$ cat config.mk
export PLATFORM = sky130hd
export DESIGN_NAME = mem_bus_arbiter
export DESIGN_NICKNAME = d
export VERILOG_FILES = /design/src/rtl/mem_bus_arbiter_pkg.sv /design/src/rtl/mem_lane_steer.sv /design/src/rtl/mem_bus_arbiter.sv
export SDC_FILE = /design/constraint.sdc
export NUM_CORES = 1
export LEC_CHECK = 0
export CORE_ASPECT_RATIO = 1.75
export CORE_MARGIN = 5
export CORE_UTILIZATION = 39
export DETAILED_ROUTE_END_ITERATION = 12
export PLACE_DENSITY = 0.75
export SYNTH_ARGS = -nofsm -noshare
export SYNTH_HDL_FRONTEND = slang
export SYNTH_HIERARCHICAL = 1
export SYNTH_SLANG_ARGS = --single-unit
$ cat constraint.sdc
create_clock -name clk -period 1.4 [get_ports clk]
set_input_delay 0.14 -clock clk [delete_from_list [all_inputs] [get_ports clk]]
set_output_delay 0.14 -clock clk [all_outputs]
set_load 0.01 [all_outputs]
$ cat src/rtl/mem_bus_arbiter_pkg.sv
// Shared types and constants for the unified-memory arbiter and its lane steering.
package mem_pkg;

    typedef enum logic [1:0] {
        IDLE   = 2'd0,
        ACCESS = 2'd1,
        RESP   = 2'd2
    } state_t;

    localparam logic PORT_IF = 1'b0;
    localparam logic PORT_D  = 1'b1;

    localparam logic [3:0] BE_WORD = 4'b1111;

endpackage

$ cat src/rtl/mem_lane_steer.sv
// Byte-lane steering: byte enables, write-data replication and read-lane extraction.
module mem_lane_steer
    import mem_pkg::*;
(
    input  logic        is_byte,
    input  logic [1:0]  lane,
    input  logic [31:0] wdata,
    input  logic [31:0] rdata_raw,
    output logic [3:0]  be,
    output logic [31:0] wdata_lane,
    output logic [31:0] rdata_ext
);

    always_comb begin
        be         = BE_WORD;
        wdata_lane = wdata;
        rdata_ext  = rdata_raw;
        if (is_byte) begin
            be         = 4'b0001 << lane;
            wdata_lane = {4{wdata[7:0]}};
            rdata_ext  = {24'h0, rdata_raw[8*lane +: 8]};
        end
    end

endmodule

$ cat src/rtl/mem_bus_arbiter.sv
// Round-robin arbiter between fetch and data ports onto a single-port memory,
// with fixed wait states and a one-cycle ready pulse per completed access.
module mem_bus_arbiter
    import mem_pkg::*;
#(
    parameter int unsigned WAIT_CYCLES = 2,
    parameter int unsigned ADDR_W      = 32
) (
    input  logic              clk,
    input  logic              rst,
    input  logic              if_req,
    input  logic [ADDR_W-1:0] if_addr,
    output logic [31:0]       if_rdata,
    output logic              if_ready,
    input  logic              d_req,
    input  logic              d_we,
    input  logic              d_byte,
    input  logic [ADDR_W-1:0] d_addr,
    input  logic [31:0]       d_wdata,
    output logic [31:0]       d_rdata,
    output logic              d_ready,
    output logic              mem_en,
    output logic              mem_we,
    output logic [3:0]        mem_be,
    output logic [ADDR_W-1:0] mem_addr,
    output logic [31:0]       mem_wdata,
    input  logic [31:0]       mem_rdata,
    output logic              busy
);

    localparam logic [3:0] WAIT_INIT = 4'(WAIT_CYCLES);

    state_t            state, next_state;
    logic [3:0]        counter;
    logic              last_grant;
    logic              port_q;
    logic              we_q;
    logic              byte_q;
    logic [ADDR_W-1:0] addr_q;
    logic [31:0]       wdata_q;
    logic [31:0]       if_rdata_q;
    logic [31:0]       d_rdata_q;

    logic              any_req;
    logic              grant_port;
    logic              final_cycle;
    logic [3:0]        steer_be;
    logic [31:0]       steer_wdata;
    logic [31:0]       steer_rdata;

    assign any_req     = if_req | d_req;
    assign final_cycle = (state == ACCESS) && (counter == '0);

    // On a tie the port that did not win last time gets the grant.
    always_comb begin
        if (if_req && d_req)
            grant_port = ~last_grant;
        else if (d_req)
            grant_port = PORT_D;
        else
            grant_port = PORT_IF;
    end

    mem_lane_steer u_steer (
        .is_byte    (byte_q),
        .lane       (addr_q[1:0]),
        .wdata      (wdata_q),
        .rdata_raw  (mem_rdata),
        .be         (steer_be),
        .wdata_lane (steer_wdata),
        .rdata_ext  (steer_rdata)
    );

    always_ff @(posedge clk) begin
        if (rst)
            state <= IDLE;
        else
            state <= next_state;
    end

    always_comb begin
        next_state = state;
        case (state)
            IDLE:    if (any_req) next_state = ACCESS;
            ACCESS:  if (counter == '0) next_state = RESP;
            RESP:    next_state = IDLE;
            default: next_state = IDLE;
        endcase
    end

    always_ff @(posedge clk) begin
        if (rst) begin
            counter    <= '0;
            last_grant <= PORT_D;
            port_q     <= PORT_IF;
            we_q       <= 1'b0;
            byte_q     <= 1'b0;
            addr_q     <= '0;
            wdata_q    <= '0;
            if_rdata_q <= '0;
            d_rdata_q  <= '0;
        end else begin
            if (state == IDLE && any_req) begin
                counter <= WAIT_INIT;
                port_q  <= grant_port;
                if (grant_port == PORT_D) begin
                    we_q    <= d_we;
                    byte_q  <= d_byte;
                    addr_q  <= d_addr;
                    wdata_q <= d_wdata;
                end else begin
                    we_q    <= 1'b0;
                    byte_q  <= 1'b0;
                    addr_q  <= if_addr;
                    wdata_q <= '0;
                end
            end else if (state == ACCESS && counter != '0) begin
                counter <= counter - 4'd1;
            end
            if (final_cycle) begin
                last_grant <= port_q;
                if (port_q == PORT_D)
                    d_rdata_q <= steer_rdata;
                else
                    if_rdata_q <= steer_rdata;
            end
        end
    end

    always_comb begin
        mem_en    = 1'b0;
        mem_we    = 1'b0;
        mem_be    = '0;
        mem_addr  = '0;
        mem_wdata = '0;
        if_ready  = 1'b0;
        d_ready   = 1'b0;
        busy      = (state != IDLE);
        if (state == ACCESS) begin
            mem_en    = 1'b1;
            mem_we    = final_cycle & we_q;
            mem_be    = steer_be;
            mem_addr  = {addr_q[ADDR_W-1:2], 2'b00};
            mem_wdata = steer_wdata;
        end
        if (state == RESP) begin
            if_ready = (port_q == PORT_IF);
            d_ready  = (port_q == PORT_D);
        end
    end

    assign if_rdata = if_rdata_q;
    assign d_rdata  = d_rdata_q;

endmodule

# After elaboration in Yosys (flattened, before gate mapping)
# Index checks and enable logic that the tools add are counted.
# op_classes
reduce_logical	13
n_mux	21
eq_ne	4
n_shift	2
add_sub_neg	1
n_bitwise	4
# ops
op	n
two-way mux 32 bit	6
variable part select 32 x 6 -> 8 bit	1
two-way mux 1 bit	8
two-way mux 2 bit	4
two-way mux 4 bit	2
AND reduction 2 bit	3
logical AND 1 bit	4
logical NOT 4 bit	1
case mux 2 bit (2 select lines)	1
nonzero test 2 bit	2
nonzero test 4 bit	1
<< shifter 1 x 2 -> 4 bit, first input constant	1
subtractor 4 x 1 -> 4 bit, second input constant	1
equality test 2 x 1 -> 1 bit, second input constant	1
equality test 2 bit, second input constant	1
logical NOT 2 bit	1
inequality test 2 x 1 -> 1 bit, second input constant	1
inequality test 2 bit, second input constant	1
inverter 1 bit	2
OR reduction 2 bit	1
AND 1 bit	1
bitwise OR 1 bit	1
# word_totals
out_inout_bits	137
regBits	138
elab_cells	56
in_bits	134

# Logic depth before layout (Yosys ltp)
# Gate-level depths: netlist (run 1).
# logic_depth
depth_word	4
mapped_depth	7
mapped_depth_nobuf	5

# Cells and area by module
# The synthesis (run 1) kept the hierarchy.
# modules_own_cells
mod	cells_each	seq_area_each_um2	area_per_inst_um2	instances
mem_bus_arbiter	549	2762.6	5630.4	1
mem_lane_steer	146	0.0	884.6	1

# Least setup slack after synthesis (run 1)
# Ideal clock, no wire load.
# synth_timing
path_kind	reg-to-reg
startpoint	register counter[0]
endpoint	register if_rdata_q[10], in the netlist if_rdata[10]
setup_ps	72
required_time_ps	1328
n_path_buf	1
period_less_slack_ps	1412
arrival_ps	1341
setup_slack_ps	-12
path_stages_with_launch	7
cell_sequence	dfxtp_1 > inv_1 > ha_1 > nand2b_1 > nor4_4 > buf_6 > mux2i_1
# synth_between
elab_chain_len	3
# synth_lines
item	line_no	rtl
start, declared	mem_bus_arbiter.sv:34	logic [3:0] counter;
start signal, assigned	mem_bus_arbiter.sv:118	counter <= counter - 4'd1;
logical NOT 4 bit	mem_bus_arbiter.sv:52	assign final_cycle = (state == ACCESS) && (counter == '0);
logical AND 1 bit	mem_bus_arbiter.sv:52	
AND reduction 2 bit (no source line)	n/a	
end signal, assigned	mem_bus_arbiter.sv:125	if_rdata_q <= steer_rdata;
end, declared	mem_bus_arbiter.sv:41	logic [31:0] if_rdata_q;
# Every way passes these cells.
# A chain may end at the register's enable or synchronous reset.

# Worst setup path in the final report (run 1)
# layout_timing
startpoint	register state[1]
endpoint	output mem_wdata[17]
# layout_between
elab_chain_len	2
# layout_lines
item	line_no	rtl
start, declared	mem_bus_arbiter.sv:33	state_t state, next_state;
start signal, assigned	mem_bus_arbiter.sv:78	state <= next_state;
equality test 2 x 1 -> 1 bit	mem_bus_arbiter.sv:139	if (state == ACCESS) begin
two-way mux 32 bit	mem_bus_arbiter.sv:139	
end, declared	mem_bus_arbiter.sv:26	output logic [31:0] mem_wdata,
# Every way passes these cells.

==> results of run 1 <==
worst paths after layout:
check,start,to
min reg2reg,if_rdata[13]$_SDFFE_PP0P_,if_rdata[13]$_SDFFE_PP0P_
max,state[1]$_SDFFE_PP0P_,mem_wdata[17]
min,d_wdata[15],wdata_q[15]$_SDFFE_PP0P_
max reg2reg,counter[1]$_SDFFE_PP0P_,if_rdata[6]$_SDFFE_PP0P_
cells by family (layout without fill, tap and decap cells):
logic type	count (synthesis)	in the layout	synth area share, %
AOI/OAI and AO/OA	131	131	14.8
adders and majority gates	1	1	0.192
buffers and inverters	95	432	8.10
DFF	138	138	42.4
muxes	104	104	16.1
other	1	3	0.0576
and+or+nand+nor	225	225	18.3
synth_stat cells (all sizes together) (9+ instances only):
master / count
mux2i: 96
o21ai: 38
and2: 66
nor2b: 24
buf: 42
nand3b: 9
a21oi: 11
inv: 32
nand2: 106
o2bb2ai: 32
a22o: 34
dfxtp: 138
clkbuf: 20
cells in the final DEF (no fill, tap or decap), types with 9 or more instances in the layout:
cell type        count
nand2_1            104
a21oi_1              9
buf_6               52
buf_4               39
inv_1               27
and2_1              33
buf_16              16
and2_4              33
dlygate4sd2_1       64
mux2i_1             96
o21ai_0             28
a22o_1              34
buf_2               32
clkdlybuf4s50_1    133
o2bb2ai_2           30
nand3b_1             9
buf_12              17
nor2b_1             24
clkbuf_16           24
dfxtp_1            133
metal layers:
metal | GRT usage (%) | vias to the layer above | share of wire (%)
li1 | - | 3035 | -
met1 | 24.7 | 2983 | 35
met2 | 45.8 | 210 | 56
met3 | 5.04 | 48 | 4.8
met4 | 10.3 | 0 | 3.7
met5 | 0 | - | 0
registers in the layout, summed over array words and instances, names as in the netlist:
register / count
if_rdata: 32
state: 2
port_q: 1
wdata_q: 32
byte_q: 1
addr_q: 32
we_q: 1
counter: 4
last_grant: 1
d_rdata: 32
worst max-delay path, delay by kind of cell (launching register included):
family	cells	cell delay, ps
DFF	1	330
buffers and inverters	5	650
and+or+nand+nor	2	300
stage by stage:
step	instance area (sq um)	util, %
final	11400	69.2
after global routing	11400	69.2
after CTS	11000	66.8
after detailed placement	9620	58.5
after global placement	9620	58.5
after floorplan	6530	-
report_power, final:
group,internal (mW),switching [mW]
clock network,2.75,1.81
logic,1.85,1.39
registers,4.21,0.197
total,8.81,3.40
cell type report:
cell class / instances / area (sq um) / share of cell area [%]
clock inverters: 11 / 136 / 1.20
repair buffers: 367 / 3990 / 35.1
flip-flops and latches: 138 / 2770 / 24.4
clock buffers: 21 / 460 / 4.04
inverters: 33 / 128 / 1.12
diodes: 1 / 2.50 / 0.0220
well taps: 224 / 280 / 2.46
multi-input cells: 463 / 3610 / 31.7
timing repair:
action / in CTS / in global routing
cloned: 19 / 6
resized for setup: 475 / 63
pin swaps: 24 / 37
setup endpoints to repair: 235 / 209
setup buffers: 27 / 7
==> results_dict.tcl, run 1 <==
set metrics [dict create \
    place_hpwl_um 15900 \
    final_nets 1155 \
    setup_slack_ps -430 \
    yosysSeqAreaShare_pct 42.4 \
    arrival_ps 1690 \
    synth_seq_cells 138 \
    outcome "finished, violations left" \
    p_per_area_nw_per_um2 1070 \
    violations "negative setup slack" \
    htree_levels 4 \
    ios 271 \
    ant_nets 0 \
    fillCellCount 1319 \
    max_freq_ghz 0.546 \
    vias_per_cell 4.99 \
    track_usage_pct 24.1 \
    clock_skew_ps 8.81 \
    postSynthCellCount 695 \
    root_buffer "clkbuf_16" \
    irDropWorstVdd_mv 0.700 \
    hold-worst-slack_ps 331 \
    dp_slack_ps -318 \
    ff2ff_path_depth 8 \
    grt_max_degree 41 \
    cp_slowest_cell "dfxtp_2" \
    die_w_um 108 \
    post-route-period-util_pct 131 \
    core_area_sq_um 16400 \
    slew_violations 0 \
    synth_area_per_cell_sq_um 9.37 \
    crit_type "register to primary output" \
    reg2reg_slack_ps -260 \
    path_cells "nand2b_4, clkinvlp_4, buf_12, buf_12, buf_16, and2_4, buf_6" \
    setup_tns_ps -51240 \
    antenna_found_initial 1 \
    routed_wl_um 25000 \
    cap_viol_max_count 0 \
    hp-class "input port to register" \
    clock-sinks 138 \
    cts_made_buffers 17 \
    synth_ff_type "dfxtp_1" \
    first_iter_violations 216 \
    detail_route.wl_per_cell_um 19.9 \
    p_total_mw 12.2 \
    holdPathStages 2 \
    cts_buffer_depth 2 \
    post_route_cells_drive_above_1_share_pct 30.0 \
    synth-edff-count 0 \
    hold_viol_final 0 \
    crit_required_ps 1260 \
    gr-total-overflow 0 \
    clk_pin_slew_ps 60 \
    synthTopCellsByArea "dfxtp_1 (42%), mux2i_1 (15%), and2_1 (6.3%), nand2_1 (6.0%), a22o_1 (4.6%)" \
    dp_cells 1174 \
    setup_violations 205 \
    critPathMaxStageDelay_ps 330 \
    cts_hold_buf 0 \
    synth_largest_area_cell "dfxtp_1" \
    syn2layout_area_growth_pct 74.8 \
    fin_crit_ps 1830 \
    floorplan.initialDensity_pct 39.6 \
    rows 62 \
    drc 0 \
    first_global_vias 6515 \
    drt-pass1-iter-count 6 \
    stdcell_count 1258 \
    numPortBuffers 268 \
    fp.dieH_um 181 \
    crit_fanout 6 \
    yosys.area.top_type_share_pct 42.4 \
    cts_tree "built" \
    synthArstFlopShare_pct 0 \
    netlist_area_sq_um 6510 \
    cp_common_cell "buf_12" \
    crit_path_end_kind "primary output" \
    start_kind "register" \
    yosys_warnings 6 \
    rsz0062_at_grt "true" \
    vias 6276 \
    gp_congestion 0.824 \
    die-area_sq_um 19500 \
    clkLatencyLatePin_ps 410 \
    power.leakage_nw 5.11 \
    synth_cell_types 46 \
    grt_pass1_wl_um 36000 \
]
Note: power is estimated with default switching activity, not from simulation.
==> run 2, diff against run 1 <==
--- a/config.mk
+++ b/config.mk
@@ -7,9 +7,9 @@
 export LEC_CHECK = 0
 export CORE_ASPECT_RATIO = 1.75
 export CORE_MARGIN = 5
-export CORE_UTILIZATION = 39
+export CORE_UTILIZATION = 35
 export DETAILED_ROUTE_END_ITERATION = 12
-export PLACE_DENSITY = 0.75
+export PLACE_DENSITY = 0.68
 export SYNTH_ARGS = -nofsm -noshare
 export SYNTH_HDL_FRONTEND = slang
 export SYNTH_HIERARCHICAL = 1
==> run 2 against run 1 <==
Net effect: power rose by 2.4%; critical endpoint is now mem_wdata[14]; critical path type unchanged; fmax rose by 9.4%; via count rose by 1.1%; the flow still finishes with violations (negative setup slack).
==> results_dict.tcl, run 2 (synthesis results as in run 1) <==
set metrics [dict create \
    place_hpwl_um 16200 \
    ant_nets 0 \
    fin_crit_ps 1670 \
    reg2reg_slack_ps -240 \
    cts_made_buffers 17 \
    path_cells "nand2b_4, clkinv_8, buf_8, buf_16, and2_4, buf_6" \
    p_per_area_nw_per_um2 1050 \
    drc 0 \
    crit_path_end_kind "primary output" \
    start_kind "register" \
    internal_power_mw 9.04 \
    setup_slack_ps -273 \
    htree_levels 4 \
    clock_power_share_pct 37.1 \
    track_usage_pct 22.9 \
    crit_type "register to primary output" \
    critPathMaxStageDelay_ps 330 \
    syn2layout_area_growth_pct 83.3 \
    drt-pass1-iter-count 4 \
    final_nets 1173 \
    post_route_cells_drive_above_1_share_pct 34.6 \
    numPortBuffers 268 \
    first_iter_violations 223 \
    clock_skew_ps 10.4 \
    final_common_cell "clkdlybuf4s50_1" \
    crit_fanout 7 \
    vias_per_cell 4.92 \
    hold_viol_final 0 \
    cp_slowest_cell "dfxtp_2" \
    cp.depth 6 \
    crit_buf_inv 4 \
    gp_congestion 0.791 \
    p_sw_share_pct 27.6 \
    clk_pin_slew_ps 60 \
    dp_cells 1201 \
    critical-path-top-delay-family "buffers and inverters" \
    max_freq_ghz 0.598 \
    ff2ff_path_depth 10 \
    cts_tree "built" \
    crit_end "mem_wdata[14]" \
    stdcell_count 1289 \
    cts_hold_buf 0 \
    clock-sinks 138 \
    power.leakage_nw 5.38 \
    antenna_cells 0 \
    crit_required_ps 1260 \
    cts_buffer_depth 2 \
    detail_route.wl_per_cell_um 19.7 \
    clkLatencyLatePin_ps 410 \
    min_from "d_wdata[9]" \
    root_buffer "clkbuf_16" \
    arrival_ps 1530 \
    die_w_um 113 \
    post-route-period-util_pct 120 \
    vias 6345 \
    power_switching_mw 3.45 \
    gr-total-overflow 0 \
    die-area_sq_um 21600 \
    first_global_vias 6705 \
    irDropWorstVdd_mv 0.765 \
    routed_wl_um 25400 \
    setup_violations 203 \
    rsz0062_at_grt "true" \
    ios 271 \
    comb_power_share_pct 27.7 \
    r2r-start "state[0]$_SDFFE_PP0P_" \
    seqPwrFrac_pct 35.2 \
    slew_violations 0 \
    core_area_sq_um 18500 \
    floorplan.initialDensity_pct 35.2 \
    fillCellCount 1515 \
    hp-class "input port to register" \
    layout_common_cells "clkdlybuf4s50_1 (133), dfxtp_1 (132), nand2_1 (97)" \
    rows 66 \
    outcome "finished, violations left" \
    violations "negative setup slack" \
    antenna_found_initial 0 \
    fp.dieH_um 190 \
    cp-startpoint "state[1]$_SDFFE_PP0P_" \
    hold-worst-slack_ps 325 \
    cap_viol_max_count 0 \
    r2r_end "wdata_q[2]$_SDFFE_PP0P_" \
    grt_max_degree 43 \
    grt_pass1_wl_um 37800 \
]
run 2: power by group through the flow:
stage,clock (mW),combinational (mW),sequential (mW)
after CTS,4.73,3.35,4.39
after global placement,0,2.41,4.44
after global routing,4.89,3.66,4.44
after detailed placement,0,2.43,4.44
final,4.64,3.46,4.40
after floorplan,0,1.15,4.45
run 2: cell type report:
cell class / instances / area [sq um] / area share, %
Sequential cell: 138 / 2780 / 23.2
Tap cell: 238 / 298 / 2.49
Clock inverter: 12 / 164 / 1.37
Inverter: 33 / 136 / 1.14
Multi-Input combinational cell: 463 / 3760 / 31.5
Clock buffer: 20 / 437 / 3.66
Timing Repair Buffer: 385 / 4380 / 36.6
run 2: worst min path at each step:
stage | end | slack (ps) | depth (start not counted)
global route | wdata_q[6]$_SDFFE_PP0P_ | 310 | 2
detailed placement | addr_q[11]$_SDFFE_PP0P_ | 440 | 1
floorplan | state[0]$_SDFFE_PP0P_ | 210 | 1
CTS | wdata_q[8]$_SDFFE_PP0P_ | 310 | 2
global placement | addr_q[8]$_SDFFE_PP0P_ | 440 | 1
finish | wdata_q[9]$_SDFFE_PP0P_ | 320 | 2
run 2: metrics by stage:
stage	setup WS (ps)	TNS, ps	power, mW	util, %	instance area, sq um
5_1_grt	-322	-47430	13.0	64.6	11900
6_report	-273	-35410	12.5	64.6	11900
3_3_place_gp	-293	-31700	6.85	52.7	9750
3_5_place_dp	-298	-35940	6.87	52.7	9750
2_1_floorplan	9.80	0	5.60	-	6530
4_1_cts	-301	-35740	12.5	62.9	11600
run 2: metal layers:
| metal | part of all wire [%] | vias up | track usage, % |
|---|---|---|---|
| met2 | 56 | 204 | 43.1 |
| met1 | 34 | 3011 | 22.7 |
| met5 | 0 | - | 0 |
| met4 | 5.2 | 0 | 12.9 |
| li1 | - | 3068 | - |
| met3 | 4.7 | 62 | 4.76 |
run 2: timing repair:
action | 4_1_cts | 5_1_grt
setup buffers | 23 | 16
resized for setup | 561 | 76
setup endpoints to repair | 268 | 207
gates cloned | 24 | 1
pin swaps | 48 | 25
==> run 3, diff against run 2 <==
--- a/config.mk
+++ b/config.mk
@@ -8,9 +8,12 @@
 export CORE_ASPECT_RATIO = 1.75
 export CORE_MARGIN = 5
 export CORE_UTILIZATION = 35
+export CTS_BUF_LIST = sky130_fd_sc_hd__clkbuf_8
+export CTS_CLUSTER_SIZE = 25
 export DETAILED_ROUTE_END_ITERATION = 12
 export PLACE_DENSITY = 0.68
 export SYNTH_ARGS = -nofsm -noshare
 export SYNTH_HDL_FRONTEND = slang
 export SYNTH_HIERARCHICAL = 1
 export SYNTH_SLANG_ARGS = --single-unit
+export TNS_END_PERCENT = 10
==> run 3 against run 2 <==
Net effect: the flow still finishes with violations (negative setup slack); register-to-register slack better by 60 ps; fmax increased by 2.7%; global-route usage is 2.8 points lower; largest cell class is now multi-input gates; largest power group is now sequential cells; highest routed layer unchanged.
==> results_dict.tcl, run 3 (synthesis results as in run 1) <==
set metrics [dict create \
    outcome "finished, violations left" \
    violations "negative setup slack" \
    first_global_vias 6146 \
    gp_congestion 0.791 \
    grt_pass1_wl_um 33600 \
    clk_pin_slew_ps 80 \
    max_freq_ghz 0.614 \
    critPathMaxStageDelay_ps 330 \
    setup_violations 195 \
    crit_end "mem_addr[8]" \
    cp_slowest_cell "dfxtp_2" \
    antenna_cells 0 \
    p_total_mw 10.5 \
    seqPwrFrac_pct 41.6 \
    setup_slack_ps -229 \
    p_per_area_nw_per_um2 998 \
    clock_power_share_pct 32.4 \
    power_switching_mw 3.03 \
    die_w_um 113 \
    track_usage_pct 20.0 \
    setup_tns_ps -25140 \
    gr-usage-met3_pct 4.32 \
    slew_violations 0 \
    gr-total-overflow 0 \
    detail_route.wl_per_cell_um 18.0 \
    clock_skew_ps 15.4 \
    htree_levels 4 \
    crit_type "register to primary output" \
    irDropWorstVdd_mv 0.483 \
    floorplan.initialDensity_pct 35.2 \
    vias 5961 \
    post_route_cells_drive_above_1_share_pct 27.6 \
    met1_usage_pct 21.1 \
    rsz0062_at_grt "true" \
    power.leakage_nw 4.81 \
    busiest_layer "met2" \
    drt-pass1-iter-count 4 \
    reg2reg_slack_ps -180 \
    root_buffer "clkbuf_8" \
    die-area_sq_um 21600 \
    cts_tree "built" \
    core_area_sq_um 18500 \
    stdcell_count 1245 \
    internal_power_mw 7.48 \
    start_kind "register" \
    crit_required_ps 1260 \
    r2r-start "byte_q$_SDFFE_PP0P_" \
    comb_power_share_pct 26.0 \
    final_common_cell "clkdlybuf4s50_1" \
    numPortBuffers 268 \
    fin_crit_ps 1630 \
    ios 271 \
    grt_max_degree 48 \
    cts_buffer_depth 2 \
    fp.dieH_um 190 \
    hold-worst-slack_ps 305 \
    cts_hold_buf 0 \
    arrival_ps 1490 \
    r2r_end "if_rdata[0]$_SDFFE_PP0P_" \
    final_nets 1129 \
    p_sw_share_pct 28.8 \
    hold_viol_final 0 \
    crit_fanout 14 \
    path_cells "nand2b_4, clkinv_8, buf_16, and2_1, buf_2" \
    layout_common_cells "clkdlybuf4s50_1 (133), dfxtp_1 (132), nand2_1 (98)" \
    first_iter_violations 251 \
    place_hpwl_um 16200 \
    gr-usage-met2_pct 38.0 \
    clkLatencyLatePin_ps 430 \
    crit_path_end_kind "primary output" \
    dp_cells 1201 \
    syn2layout_area_growth_pct 61.7 \
    cp-startpoint "state[1]$_SDFFE_PP0P_" \
    cap_viol_max_count 0 \
    post-route-period-util_pct 116 \
    hp-class "input port to register" \
    ant_nets 0 \
    routed_wl_um 22400 \
    vias_per_cell 4.79 \
    clock-sinks 138 \
    antenna_found_initial 0 \
    drc 0 \
    ff2ff_path_depth 8 \
    rows 66 \
    cts_made_buffers 17 \
]
-- run 3: cell count changes in the layout (fill, tap and decap cells not counted), moves of 10 or more --
cell / previous run / this run
buf_8: 11 / 1
buf_2: 17 / 27
buf_6: 71 / 57
buf_16: 21 / 3
clkbuf_16: 18 / 2
clkbuf_8: 0 / 17
o2bb2ai_2: 26 / 1
o2bb2ai_1: 6 / 31
buf_12: 25 / 14
-- run 3: metal layers --
| metal | vias to the layer above | share of wire [%] |
|---|---|---|
| met3 | 28 | 4.7 |
| met1 | 2805 | 37 |
| met4 | 0 | 3.1 |
| li1 | 2962 | - |
| met5 | - | 0 |
| met2 | 166 | 55 |
-- run 3: worst min-delay path by stage --
stage	from	to	slack, ps	depth (start not counted)
floorplan	rst	state[0]$_SDFFE_PP0P_	210	1
global placement	addr_q[8]$_SDFFE_PP0P_	addr_q[8]$_SDFFE_PP0P_	440	1
detailed placement	addr_q[11]$_SDFFE_PP0P_	addr_q[11]$_SDFFE_PP0P_	440	1
CTS	d_wdata[21]	wdata_q[21]$_SDFFE_PP0P_	260	2
global route	d_wdata[21]	wdata_q[21]$_SDFFE_PP0P_	270	2
finish	d_wdata[21]	wdata_q[21]$_SDFFE_PP0P_	300	2
-- run 3: power by group through the flow --
stage | combinational (mW) | sequential, mW | clock (mW)
global route | 2.92 | 4.41 | 3.68
floorplan | 1.15 | 4.45 | 0
finish | 2.73 | 4.37 | 3.41
detailed placement | 2.43 | 4.44 | 0
CTS | 2.58 | 4.36 | 3.52
global placement | 2.41 | 4.44 | 0
-- run 3: timing repair --
action | CTS | global route
setup endpoints to repair | 269 | 207
gates resized for setup | 460 | 68
hold endpoints to repair | 0 | 0
pin swaps | 61 | 42
gates cloned | 3 | 3
setup buffers | 6 | 3
-- run 3: cell type report --
cell class	instances	area (sq um)
fill	1693	7970
multi-input combinational	463	3520
timing repair buffer	341	3400
sequential	138	2780
tap	238	298
clock buffer	17	234
clock inverter	15	175
inverter	33	136
-- run 3: worst max-delay path, delay by kind of cell, from the launching register on --
kind	cells	cell delay, ps
buf+inv	3	410
flops	1	330
simple gates	2	310
-- run 3: stage by stage --
| stage | utilization, % | setup WS [ps] | area (sq um) |
|---|---|---|---|
| 2_1_floorplan | - | 9.80 | 6530 |
| 3_3_place_gp | 52.7 | -293 | 9750 |
| 3_5_place_dp | 52.7 | -298 | 9750 |
| 4_1_cts | 55.4 | -266 | 10200 |
| 5_1_grt | 56.9 | -321 | 10500 |
| 6_report | 56.9 | -229 | 10500 |
==> edit 1, RTL diff (config.mk and constraints of run 2) <==
Set the parameter `ADDR_W` to 16 (it was 32).
--- a/src/rtl/mem_bus_arbiter.sv
+++ b/src/rtl/mem_bus_arbiter.sv
@@ -4,7 +4,7 @@
     import mem_pkg::*;
 #(
     parameter int unsigned WAIT_CYCLES = 2,
-    parameter int unsigned ADDR_W      = 32
+    parameter int unsigned ADDR_W      = 16
 ) (
     input  logic              clk,
     input  logic              rst,
Interface: changed (resized d_addr, if_addr and mem_addr); port bits go from 271 to 223. The function was not compared with the original's and may differ.
==> edit 1 against run 2 <==
  * The run still ends with setup timing left
  * Count of clock-buffer cells in the layout down 1
  * Combinational power down 16%
  * Fmax up 3.0%
  * Cell area down 21%
  * Register-to-register slack better by 0.12 ns
  * Area after synthesis down 11%
  * Cell count down 15%
  * Power down 9.2%
  * Clock skew up 0.0041 ns
  * Setup slack better by 0.048 ns
  * Sequential cell count down 16
  * Routed wire length down 15%
==> edit 1: results (changes against run 2) <==
* RR Startpoint: counter[0]
* Global routing usage on met2 at 0.384 (-0.0473)
* Metal1 wirelength at 7.48 mm (-13%)
* H-tree levels at 4 (unchanged)
* DP HPWL at 14.0 mm (-14%)
* Status: finished with violations
* Leakage at 4.38 nW (-18%)
* R2r endpoint: if_rdata[23]
* Global-route wire length before repair at 30.7 mm (-19%)
* Placed Area at 8400 µm² (-14%)
* Num CTS Buffers at 17 (unchanged)
* Mapped Avg Cell Area at 9.24 µm² (-1.4%)
* Met1 Usage GRT at 0.211 (-0.0159)
* Clk_skew at 0.0146 ns (+0.00414 ns)
* Maximum vdd drop at 0.674 mV (-12%)
* Total number of vias at 5442 (-14%)
* Failing checks: setup timing
* Crit-path slowest cell: dfxtp_4
* End of the critical path: mem_wdata[23]
* NumNets Final at 989 (-16%)
* Share of layout cells above drive strength 1 at 0.267 (-0.0794)
* Most frequent cells after synthesis: 122 x dfxtp_1, 104 x nand2_1, 80 x mux2i_1
* Number of I/O port buffers at 220 (-18%)
* Drt wl/cell at 19.7 µm (about the same)
* Crit path DAT at 1.48 ns (-0.05 ns)
* DP Cell Count at 1032 (-14%)
* Worst r2r path cells at 8 (-2)
* Crit-path leading delay family: flip-flops
* Synth area leaders: dfxtp_1 42%, mux2i_1 14%, nand2_1 6.8%
* Fin Setup TNS at -12.79 ns (+22.61 ns)
* Tot GR Track Use at 0.207 (-0.0219)
* Synth cell types at 47 (+2.2%)
* Sequential-to-total area share from yosys stat at 0.424 (-0.000525)
* DR iter-0 viols at 191 (-14%)
* Place WS at -0.402 ns (-0.103 ns)
* Pin count of the biggest net entering global routing at 49 (+14%)
* GPL Wtd Cong at 0.815 (+3.1%)
* Reg2Reg Setup Slack at -0.12 ns (+0.12 ns)
* Final setup viols at 116 (-43%)
* Critical Path Fanout Max at 5 (-2)
* Vias per cell at 4.99 (+1.3%)
* PnR worst setup slack at -0.225 ns (+0.0485 ns)
* CP startpoint: byte_q
* Vias in the first global route at 5658 (-16%)
* WL met2 at 12.0 mm (-16%)
* GR Util met3 at 0.0463 (-0.00133)
## edit 1: cell types whose count changed after synthesis, moves of 2 or more
cell | before | now
and2_1 | 66 | 50
buf_4 | 19 | 17
clkbuf_1 | 20 | 15
dfxtp_1 | 138 | 122
mux2i_1 | 96 | 80
o2bb2ai_1 | 32 | 16
## edit 1: logic make-up (layout without fill, tap and decap cells)
| logic type | Yosys count | count (layout) | share of synthesized area |
|---|---|---|---|
| compound gates | 117 | 117 | 0.145 |
| fa+ha+maj | 1 | 1 | 0.00217 |
| flops | 122 | 122 | 0.424 |
| mux | 88 | 88 | 0.154 |
| simple gates | 207 | 207 | 0.188 |
| other cells | 1 | 2 | 0.000650 |
| buf+inv | 88 | 362 | 0.0857 |
## edit 1: how the worst min path moves through the flow
stage	from	end	slack [ns]
after detailed placement	addr_q[15]	addr_q[15]	0.44
after global placement	addr_q[15]	addr_q[15]	0.44
after floorplan	rst	counter[1]	0.21
after global routing	d_wdata[26]	wdata_q[26]	0.31
final	d_wdata[4]	wdata_q[4]	0.32
after CTS	d_wdata[3]	wdata_q[3]	0.31
## edit 1: layout make-up
class | instances | area [µm²] | area share
repair buffers | 297 | 2930 | 0.310
inverters | 33 | 131 | 0.0139
flip-flops and latches | 122 | 2450 | 0.260
clock buffers | 19 | 433 | 0.0458
well taps | 192 | 240 | 0.0254
clock inverters | 13 | 170 | 0.0180
multi-input cells | 415 | 3100 | 0.327
## edit 1: what timing repair did
action	4_1_cts	5_1_grt
gates cloned	7	11
buffers inserted	10	8
hold buffers	0	0
pin swaps	4	32
setup endpoints to repair	185	159
resized for setup	224	152
## edit 1: where the power goes
part / switching, mW / internal, mW
sequential: 0.180 / 3.75
combinational: 1.36 / 1.53
clock: 1.71 / 2.82
==> edit 2, RTL diff (config.mk and constraints of run 2) <==
Without the edit above. Re-encode `state_t` (3 states) as one-hot, 3 bits wide.
--- a/src/rtl/mem_bus_arbiter_pkg.sv
+++ b/src/rtl/mem_bus_arbiter_pkg.sv
@@ -1,10 +1,10 @@
 // Shared types and constants for the unified-memory arbiter and its lane steering.
 package mem_pkg;
 
-    typedef enum logic [1:0] {
-        IDLE   = 2'd0,
-        ACCESS = 2'd1,
-        RESP   = 2'd2
+    typedef enum logic [2:0] {
+        IDLE   = 3'b001,
+        ACCESS = 3'b010,
+        RESP   = 3'b100
     } state_t;
 
     localparam logic PORT_IF = 1'b0;
Function: same outputs for any inputs over 10 cycles, from zero or initial values and one cycle with rst high; not proved beyond that.
==> edit 2 against run 2 <==
  * The run still ends with setup timing left
  * Fmax shrank 15%
  * Synthesized cell count grew 5.5%
  * Cell area shrank 0.53%
  * Routed wire length grew 6.2%
  * Cell count grew 2.5%
  * Non-clock buffer count shrank 3
  * Area after synthesis shrank 0.31%
  * Count of clock-buffer cells in the layout shrank 2
  * Clock power shrank 2%
  * Setup slack lost 0.30 ns
  * Power shrank 9.3%
  * Sequential cell count grew 1
  * Sequential power shrank 2%
  * Critical path type unchanged
  * Critical endpoint is now mem_wdata[21]
  * Highest routed layer unchanged
==> edit 2: results (changes against run 2) <==
* Status: finished with violations
* Failing checks: setup timing
* Global-route wire length before repair at 37.3 mm (-1.3%)
* Post-Synth XOR/XNOR Area at 0.00270 (+0.00270)
* Post-Route WL at 27.0 mm (+6.2%)
* End of the critical path: mem_wdata[21]
* Crit path DAT at 1.83 ns (+0.30 ns)
* Sequential Power Share at 0.382 (+0.030)
* Cts repair resizes at 416 (-26%)
* Reg2Reg Setup Slack at -0.47 ns (-0.23 ns)
* Setup bufs post-CTS at 16 (-30%)
* Share of layout cells above drive strength 1 at 0.322 (-0.0247)
* Post-synthesis mux area share at 0.0632 (-0.0981)
* Worst r2r path cells at 7 (-3)
* Min-Delay Endpoint: counter[0]
* Min-Delay Startpoint: rst
* CP startpoint: state[2]
* Synth cell types at 45 (-2.2%)
* Hold Path Depth at 3 (+1)
* Synth Area in Adders at 0.00193 (+0.00000592)
* Crit-path slowest cell: or3b_4
* Synth area leaders: dfxtp_1 43%, nand2_1 8.1%, o2bb2ai_2 6.9%
* Clk_skew at 0.0149 ns (+0.00445 ns)
* GPL Wtd Cong at 0.814 (+3.0%)
* Most frequent cells after synthesis: 140 x nand2_1, 139 x dfxtp_1, 74 x a21oi_1
* Placed Area at 9740 µm² (about the same)
* Syn Inst Count at 733 (+5.5%)
* Leakage at 5.74 nW (+6.7%)
* Final setup viols at 210 (+3.4%)
* DR iter-0 viols at 307 (+38%)
* Place WS at -0.513 ns (-0.215 ns)
* Initial antenna violation count at 4 (+4)
* Drt pass-1 iters at 5 (+1)
* NumNets Final at 1201 (+2.4%)
* DP HPWL at 16.9 mm (+3.9%)
* Tot Pwr at 11.3 mW (-9.3%)
* PnR worst setup slack at -0.570 ns (-0.297 ns)
[edit 2: cell count changes after synthesis, moves of 10 or more]
cell       change
nand2_1       +35
a21oi_1       +64
o2bb2ai_2     +30
o2bb2ai_1     -30
mux2i_1       -64
clkbuf_1      +10
[edit 2: final cells by class]
class,count,area (µm²),area share
diodes,4,10.0,0.000843
clock buffers,18,439,0.0370
repair buffers,382,4360,0.367
inverters,29,111,0.00937
multi-input cells,497,3720,0.313
clock inverters,14,146,0.0123
flip-flops and latches,139,2790,0.235
well taps,238,298,0.0251
[edit 2: per-layer routing]
metal / part of all wire / global-route usage / up-vias / routed length (µm)
met2: 0.53 / 0.404 / 232 / 14300
met5: 0 / 0 / - / 0
met4: 0.045 / 0.127 / 0 / 1220
met3: 0.048 / 0.0468 / 70 / 1290
li1: - / - / 3163 / -
met1: 0.38 / 0.243 / 3126 / 10200
[edit 2: critical path: cells and delay by family (launching register included)]
family	cells	cell delay, ns
buffers and inverters	5	0.53
DFF	1	0.32
and+or+nand+nor	2	0.56
